--- src/rtl/reg_scoreboard.sv ---
// Register scoreboard and write-port arbiter for the ID stage: tracks loads in flight, stalls on RAW/WAW hazards.
// Optional SB_BYPASS_EN adds id_fwd1/id_fwd2 so a dependent instruction can issue in the load-accept cycle.
module reg_scoreboard #(
  parameter int REG_NUM     = 32,
  parameter int LOG_REG_NUM = 5,
  parameter int DATA_SIZE   = 32,
  parameter int LQ_DEPTH    = 4,
  localparam int PTR_W      = $clog2(LQ_DEPTH),
  localparam int CNT_W      = PTR_W + 1
) (
  input  logic                   clk,
  input  logic                   rst,
  input  logic                   id_valid,
  input  logic [LOG_REG_NUM-1:0] id_rs1,
  input  logic [LOG_REG_NUM-1:0] id_rs2,
  input  logic [LOG_REG_NUM-1:0] id_rd,
  input  logic                   id_is_load,
  output logic                   id_stall,
`ifdef SB_BYPASS_EN
  output logic                   id_fwd1,
  output logic                   id_fwd2,
`endif
  input  logic                   alu_wb_valid,
  input  logic [LOG_REG_NUM-1:0] alu_wb_rd,
  input  logic [DATA_SIZE-1:0]   alu_wb_data,
  input  logic                   ld_rvalid,
  input  logic [DATA_SIZE-1:0]   ld_rdata,
  output logic                   ld_rready,
  output logic                   rf_regwrite,
  output logic [LOG_REG_NUM-1:0] rf_write_rd,
  output logic [DATA_SIZE-1:0]   rf_write_data,
  output logic [CNT_W-1:0]       lq_count
);

  logic [REG_NUM-1:0]                     busy, busy_nxt;
  logic [LQ_DEPTH-1:0][LOG_REG_NUM-1:0]   lq_rd;
  logic [PTR_W-1:0]                       wr_ptr, rd_ptr;
  logic [LOG_REG_NUM-1:0]                 head_rd;
  logic                                   lq_full, ld_accept, ld_issue;
  logic                                   rs1_busy, rs2_busy, head_nz;

  assign head_rd   = lq_rd[rd_ptr];
  assign head_nz   = (head_rd != '0);
  assign lq_full   = (lq_count == CNT_W'(LQ_DEPTH));

  // ALU owns the write port whenever it asks; loads wait
  assign ld_rready = !rst && (lq_count != '0) && !alu_wb_valid;
  assign ld_accept = ld_rvalid && ld_rready;

`ifdef SB_BYPASS_EN
  logic fwd1_hit, fwd2_hit;
  assign fwd1_hit = ld_accept && head_nz && (id_rs1 == head_rd);
  assign fwd2_hit = ld_accept && head_nz && (id_rs2 == head_rd);
  assign rs1_busy = busy[id_rs1] && !fwd1_hit;
  assign rs2_busy = busy[id_rs2] && !fwd2_hit;
  assign id_fwd1  = id_valid && fwd1_hit;
  assign id_fwd2  = id_valid && fwd2_hit;
`else
  assign rs1_busy = busy[id_rs1];
  assign rs2_busy = busy[id_rs2];
`endif

  // WAW on rd always uses registered busy, even with bypass
  assign id_stall = !rst && id_valid &&
                    (rs1_busy || rs2_busy || busy[id_rd] || (id_is_load && lq_full));
  assign ld_issue = id_valid && id_is_load && !id_stall;

  always_comb begin
    rf_regwrite   = 1'b0;
    rf_write_rd   = '0;
    rf_write_data = '0;
    if (!rst) begin
      if (alu_wb_valid) begin
        rf_regwrite   = (alu_wb_rd != '0);
        rf_write_rd   = alu_wb_rd;
        rf_write_data = alu_wb_data;
      end else if (ld_accept) begin
        rf_regwrite   = head_nz;
        rf_write_rd   = head_rd;
        rf_write_data = ld_rdata;
      end
    end
  end

  // clear first so a same-cycle set on the popped rd wins
  always_comb begin
    busy_nxt = busy;
    if (ld_accept)
      busy_nxt[head_rd] = 1'b0;
    if (ld_issue)
      busy_nxt[id_rd] = 1'b1;
    busy_nxt[0] = 1'b0;
  end

  always_ff @(posedge clk) begin
    if (rst) begin
      busy     <= '0;
      wr_ptr   <= '0;
      rd_ptr   <= '0;
      lq_count <= '0;
    end else begin
      busy <= busy_nxt;
      if (ld_issue)
        wr_ptr <= wr_ptr + PTR_W'(1);
      if (ld_accept)
        rd_ptr <= rd_ptr + PTR_W'(1);
      case ({ld_issue, ld_accept})
        2'b10:   lq_count <= lq_count + CNT_W'(1);
        2'b01:   lq_count <= lq_count - CNT_W'(1);
        default: lq_count <= lq_count;
      endcase
    end
  end

  // queue storage needs no reset; only pointers define validity
  always_ff @(posedge clk) begin
    if (ld_issue)
      lq_rd[wr_ptr] <= id_rd;
  end

endmodule

--- config.mk ---
export PLATFORM = sky130hd
export DESIGN_NAME = reg_scoreboard
export DESIGN_NICKNAME = d
export VERILOG_FILES = /design/src/rtl/reg_scoreboard.sv
export SDC_FILE = /design/constraint.sdc
export NUM_CORES = 1
export LEC_CHECK = 0
export BUFFER_PORTS_ARGS = -buffer_cell sky130_fd_sc_hd__buf_2
export CAP_MARGIN = 40
export CORE_MARGIN = 3
export CORE_UTILIZATION = 35
export DETAILED_ROUTE_END_ITERATION = 7
export HOLD_SLACK_MARGIN = 0.08
export PLACE_DENSITY = 0.71
export SLEW_MARGIN = 20
export SYNTH_ARGS = -nofsm -noshare
export SYNTH_HDL_FRONTEND = slang
export SYNTH_SLANG_ARGS = --single-unit
export TNS_END_PERCENT = 1
--- constraint.sdc ---
create_clock -name clk -period 4.5 [get_ports clk]
set_clock_uncertainty 0.05 [all_clocks]
set_input_delay 0.9 -clock clk [delete_from_list [all_inputs] [get_ports clk]]
set_output_delay 0.9 -clock clk [all_outputs]
set_load 0.01 [all_outputs]
Word-level counts from Yosys, hierarchy flattened
Index checks and enable logic that the tools add are counted.

cells by class
  add/sub/neg operators = 4
  order comparisons = 9
  eq/ne operators = 3
  multiplexer cells = 27
  bitwise logic cells = 3
  reduce and logical (&&, ||, !) cells = 21

operator list
  cell                 number
  $mux 32              5
  $and 32x32->32       1
  $not 32->32          1
  $or 32x32->32        1
  $mux 5               5
  $lt 5x6->1 const B   4
  $bwmux 20            1
  $bmux 1 s5           3
  $logic_and 1x1->1    11
  $bmux 5 s2           1
  $demux 1 s5          2
  $demux 5 s2          1
  $ge 5x1->1 const B   2
  $reduce_bool 5->1    2
  $mux 1               8
  $lt 2x3->1 const B   2
  $pmux 3 s2           1
  $add 2x1->2 const B  2
  $add 3x1->3 const B  1
  $eq 3x3->1 const B   1
  $logic_not 1->1      3
  $logic_or 1x1->1     3
  $reduce_bool 3->1    1
  $sub 3x1->3 const B  1
  other kinds (4)      4

word-level totals
  register bits = 59
  input port bits = 90
  output and inout port bits = 43
  logic and storage cells = 76

Longest topological paths before layout
  depth in word-level cells = 11
  depth in mapped cells = 15

Worst setup path after synthesis
OpenSTA, ideal clock, no wires.

  path type = input-to-reg
  start point = input port id_rs1[2]
  end point = register lq_count[2]
  data arrival time = 3.599 ns
  required time = 4.380 ns
  slack = 0.781 ns
  stages on the path = 14
  buffers on the path = 1
  cell sequence = clkbuf_1 mux2_1 a221oi_1 o32ai_1 or3_1 nor3_4 o21a_1 inv_1 ha_1 inv_1 fa_1 xor2_1 or3_1 a21oi_1

on the way
  longest elaborated chain between the ends = 10
  elaborated cells between the ends (all ways) = 12
  classes of those cells = eq/ne (2); mux (3); reduce/logical (7)

ends and longest elaborated chain
  element                                                 line  source
  start: declaration                                      14    input logic [LOG_REG_NUM-1:0] id_rs1,
  $bmux 1 s5 *                                            59    assign rs1_busy = busy[id_rs1];
  $mux 1 (implied by the code) *                          59
  $logic_or 1x1->1 * (3 in series)                        65    (rs1_busy || rs2_busy || busy[id_rd] || (id_is_load && lq_full));
  $logic_and 1x1->1 *                                     64    assign id_stall = !rst && id_valid &&
  $logic_not 1->1 *                                       66    assign ld_issue = id_valid && id_is_load && !id_stall;
  $logic_and 1x1->1 *                                     66
  $eq 2x1->1 / $eq 2x2->1 (equally long branches)         107   case ({ld_issue, ld_accept})
  $pmux 3 s2 / $reduce_bool 2->1 (equally long branches)  n/a
  end signal: assignment                                  108   2'b10: lq_count <= lq_count + CNT_W'(1);
  end signal: assignment                                  109   2'b01: lq_count <= lq_count - CNT_W'(1);
  end signal: assignment                                  110   default: lq_count <= lq_count;
  end: declaration                                        32    output logic [CNT_W-1:0] lq_count

Every way passes the cells marked *; elsewhere a longest branch is shown, timed or not. The select of a mux whose other input is x is not followed.
A chain may end at the register's enable or synchronous reset.

Worst setup path after layout
  start point = input port id_rd[1]
  end point = output port id_stall

on the way
  longest elaborated chain between the ends = 5

ends and longest elaborated chain
  element                         line  source
  start: declaration              16    input logic [LOG_REG_NUM-1:0] id_rd,
  $bmux 1 s5                      65
  $mux 1 (implied by the code)    65
  $logic_or 1x1->1 (2 in series)  65
  $logic_and 1x1->1               64
  end: declaration                18    output logic id_stall,

No other way between the ends. The select of a mux whose other input is x is not followed.

==> results_dict.tcl <==
set metrics [dict create \
    cts_repair_resize_count 0 \
    syn_nets 544 \
    die_height_um 114 \
    area_growth_syn_to_layout_pct 25.4 \
    critPathCaptureType "output port" \
    p_sw_uw 378 \
    postRouteAntennaNets 0 \
    drt_wl_total_mm 13.4 \
    share_seq_of_total_power_pct 38.5 \
    critPathArrivalTime_ns 2.92 \
    drc_errors 0 \
    use_met1_pct 27.7 \
    ys_ff_latch 58 \
    nets 661 \
    min_from "wr_ptr[1]" \
    cts.htree.levels 3 \
    start_util_pct 36.6 \
    place.gp.congestion 0.927 \
    power.density_mw_per_mm2 285 \
    critPathLaunch "id_rd[1]" \
    clk_latency_ns 0.33 \
    grt_antenna_before_repair 0 \
    worstSetupPathType "primary input to output port" \
    max_stage_delay_ns 0.55 \
    portBuffers 132 \
    max_freq_mhz 258 \
    path_max_fanout 13 \
    ys_async_sr_fraction_pct 0 \
    drtIter0Drc 356 \
    swShare_pct 26.1 \
    cts_buffers 9 \
    final-setup-viol-count 0 \
    irDropWorstVdd_v 0.000184 \
    synth-edff-count 20 \
    synthAdderAreaFrac_pct 2.04 \
    grt_max_degree 86 \
    syn_avg_cell_area_um2 9.06 \
    vias 4047 \
    hold_ws_ns 0.472 \
    min_period_ns 3.87 \
    min_period_over_period_pct 86.0 \
    final_common_cell "buf_2" \
    p_total_mw 1.45 \
    cts_sinks 58 \
    grt-busiest-layer "met2" \
    routedWlPerCell_um 18.9 \
    grt_remaining_overflow 0 \
    combPwrFrac_pct 15.9 \
    internal-power_mw 1.07 \
    synth_top_family_by_area "simple AND/OR/NAND/NOR gates" \
    synth_compound_area_share_pct 19.9 \
    ys_warn_count 0 \
    ys.flop_type "dfxtp_1" \
    synth_cell_types 55 \
    worstMarginPinSlew_ns 0.816 \
    crit_required_ns 3.55 \
    cpMostUsedCell "buf_2" \
    leakagePower_nw 2.10 \
    cts_buffer_depth 2 \
    run_status "completed" \
    grt_use_total_pct 20.8 \
    firstDrtPassIters 5 \
    cp-start-kind "primary input" \
    drive_gt1_share_pct 34.2 \
    slew-limit-headroom_pct 45.2 \
    maxSlewViolCount 0 \
    met3_usage_pct 4.08 \
    yosys.area_share.simple_pct 22.8 \
    via_per_inst 5.70 \
    grt_pass1_vias 3893 \
    hold_buffers 0 \
    cts_tree "done" \
    dp.final_hpwl_mm 10.4 \
    die_area_mm2 0.0129 \
    grtUsageMet2_pct 33.9 \
    cpMaxStageDelayCell "mux4_2" \
    layout_common_cells "buf_2 (132), nor2_1 (57), a22oi_1 (40), dfxtp_1 (38), nand2_1 (29)" \
    post_cts_buffers 0 \
    fin_setup_tns_ns 0 \
    io_pins 133 \
    grt_first_pass_wirelength_mm 21.2 \
    rows 38 \
    reg2reg_from "busy[5]" \
    ys_seq_area_share_pct 33.5 \
    drv_cap 0 \
    core_mm2 0.0111 \
    antenna_cells 0 \
    root_buffer "clkbuf_16" \
    synthMuxAreaShare_pct 15.9 \
    fp.dieW_um 114 \
    hp-class "flop to flop" \
    syn_inst 448 \
    clk_pin_slew_ns 0.06 \
    synth_xor_area_share_pct 0.863 \
    synth_area_mm2 0.00406 \
    p_clk_share_pct 45.6 \
    rsz0062_at_grt "no" \
    finalHoldViolCount 0 \
    crit_chain "buf_2 > mux4_2 > a22oi_1 > o211ai_1 > or3_1 > nor3_4 > nor3b_1 > buf_2" \
]
## per-layer routing
| layer | part of all wire [%] | vias up |
|---|---|---|
| li1 | - | 1899 |
| met1 | 42 | 1936 |
| met2 | 49 | 181 |
| met3 | 7.0 | 31 |
| met4 | 2.8 | 0 |
| met5 | 0 | - |
## kinds of logic after synthesis
group,count (synthesis)
AO/OA/AOI/OAI,116
multiplexers,39
buffers and inverters,48
adder cells (fa/ha/maj),6
flip-flops,58
XOR/XNOR,4
AND/OR/NAND/NOR,177
## Yosys cell counts (all sizes together), types with 2 or more instances
cell / number / share of area [%]
nor2: 57 / 5.3
a22oi: 40 / 7.4
dfxtp: 38 / 19
nand2: 29 / 2.7
clkbuf: 26 / 2.4
a21oi: 22 / 2.7
o21ai: 22 / 3.1
edfxtp: 20 / 15
mux4: 20 / 11
nand2b: 20 / 3.1
inv: 15 / 1.4
a31o: 14 / 3.0
mux2i: 14 / 3.5
nor2b: 14 / 2.2
nand3: 10 / 1.2
and2: 9 / 1.4
nor3: 9 / 1.4
nand3b: 8 / 1.5
buf: 7 / 1.1
and3: 5 / 0.77
ha: 5 / 1.5
mux2: 5 / 1.4
or3: 4 / 0.62
a211o: 3 / 0.65
nor3b: 3 / 0.68
nor4: 3 / 0.62
xor2: 3 / 0.65
o2111ai: 2 / 0.43
o31ai: 2 / 0.37
o32ai: 2 / 0.43
or2: 2 / 0.31
## cell type report
| type | count | area (um^2) |
|---|---|---|
| clock buffer | 10 | 229 |
| clock inverter | 6 | 57.6 |
| fill | 1058 | 5990 |
| inverter | 15 | 56.3 |
| multi-input combinational | 342 | 2500 |
| sequential | 58 | 1360 |
| tap | 140 | 175 |
| timing repair buffer | 139 | 713 |
## critical path: cells and delay by family
family	cells	cell delay, ns
muxes	1	0.55
and+or+nand+nor	3	0.66
AOI/OAI and AO/OA	2	0.31
buffers and inverters	2	0.50
## power by group through the flow
stage | registers (mW) | logic [mW] | clock network [mW]
floorplan | 0.565 | 0.133 | 0
global placement | 0.567 | 0.223 | 0
detailed placement | 0.568 | 0.227 | 0
CTS | 0.557 | 0.228 | 0.664
global route | 0.558 | 0.252 | 0.689
finish | 0.557 | 0.231 | 0.660
## metrics by stage
stage	worst slack, ns	instance area [um^2]	util, %	cells
after floorplan	0.781	4060	-	448
after global routing	0.509	5090	45.9	710
after detailed placement	0.479	4800	43.3	694
after CTS	0.637	5090	45.9	710
final	0.628	5090	45.9	710
after global placement	0.579	4800	43.3	694
## state kept, by name, indices dropped and copies added (netlist names)
register  flops
lq_count      3
lq_rd        20
wr_ptr        2
rd_ptr        2
busy         31
## final timing paths
check | slack [ns] | endpoint | cells after the start
setup reg to reg | 1.29 | lq_count[2] | 12
hold reg to reg | 0.47 | wr_ptr[1] | 2
setup / recovery | 0.63 | id_stall | 8
hold / removal | 0.47 | wr_ptr[1] | 2
Power figures use the tool's default switching activity.
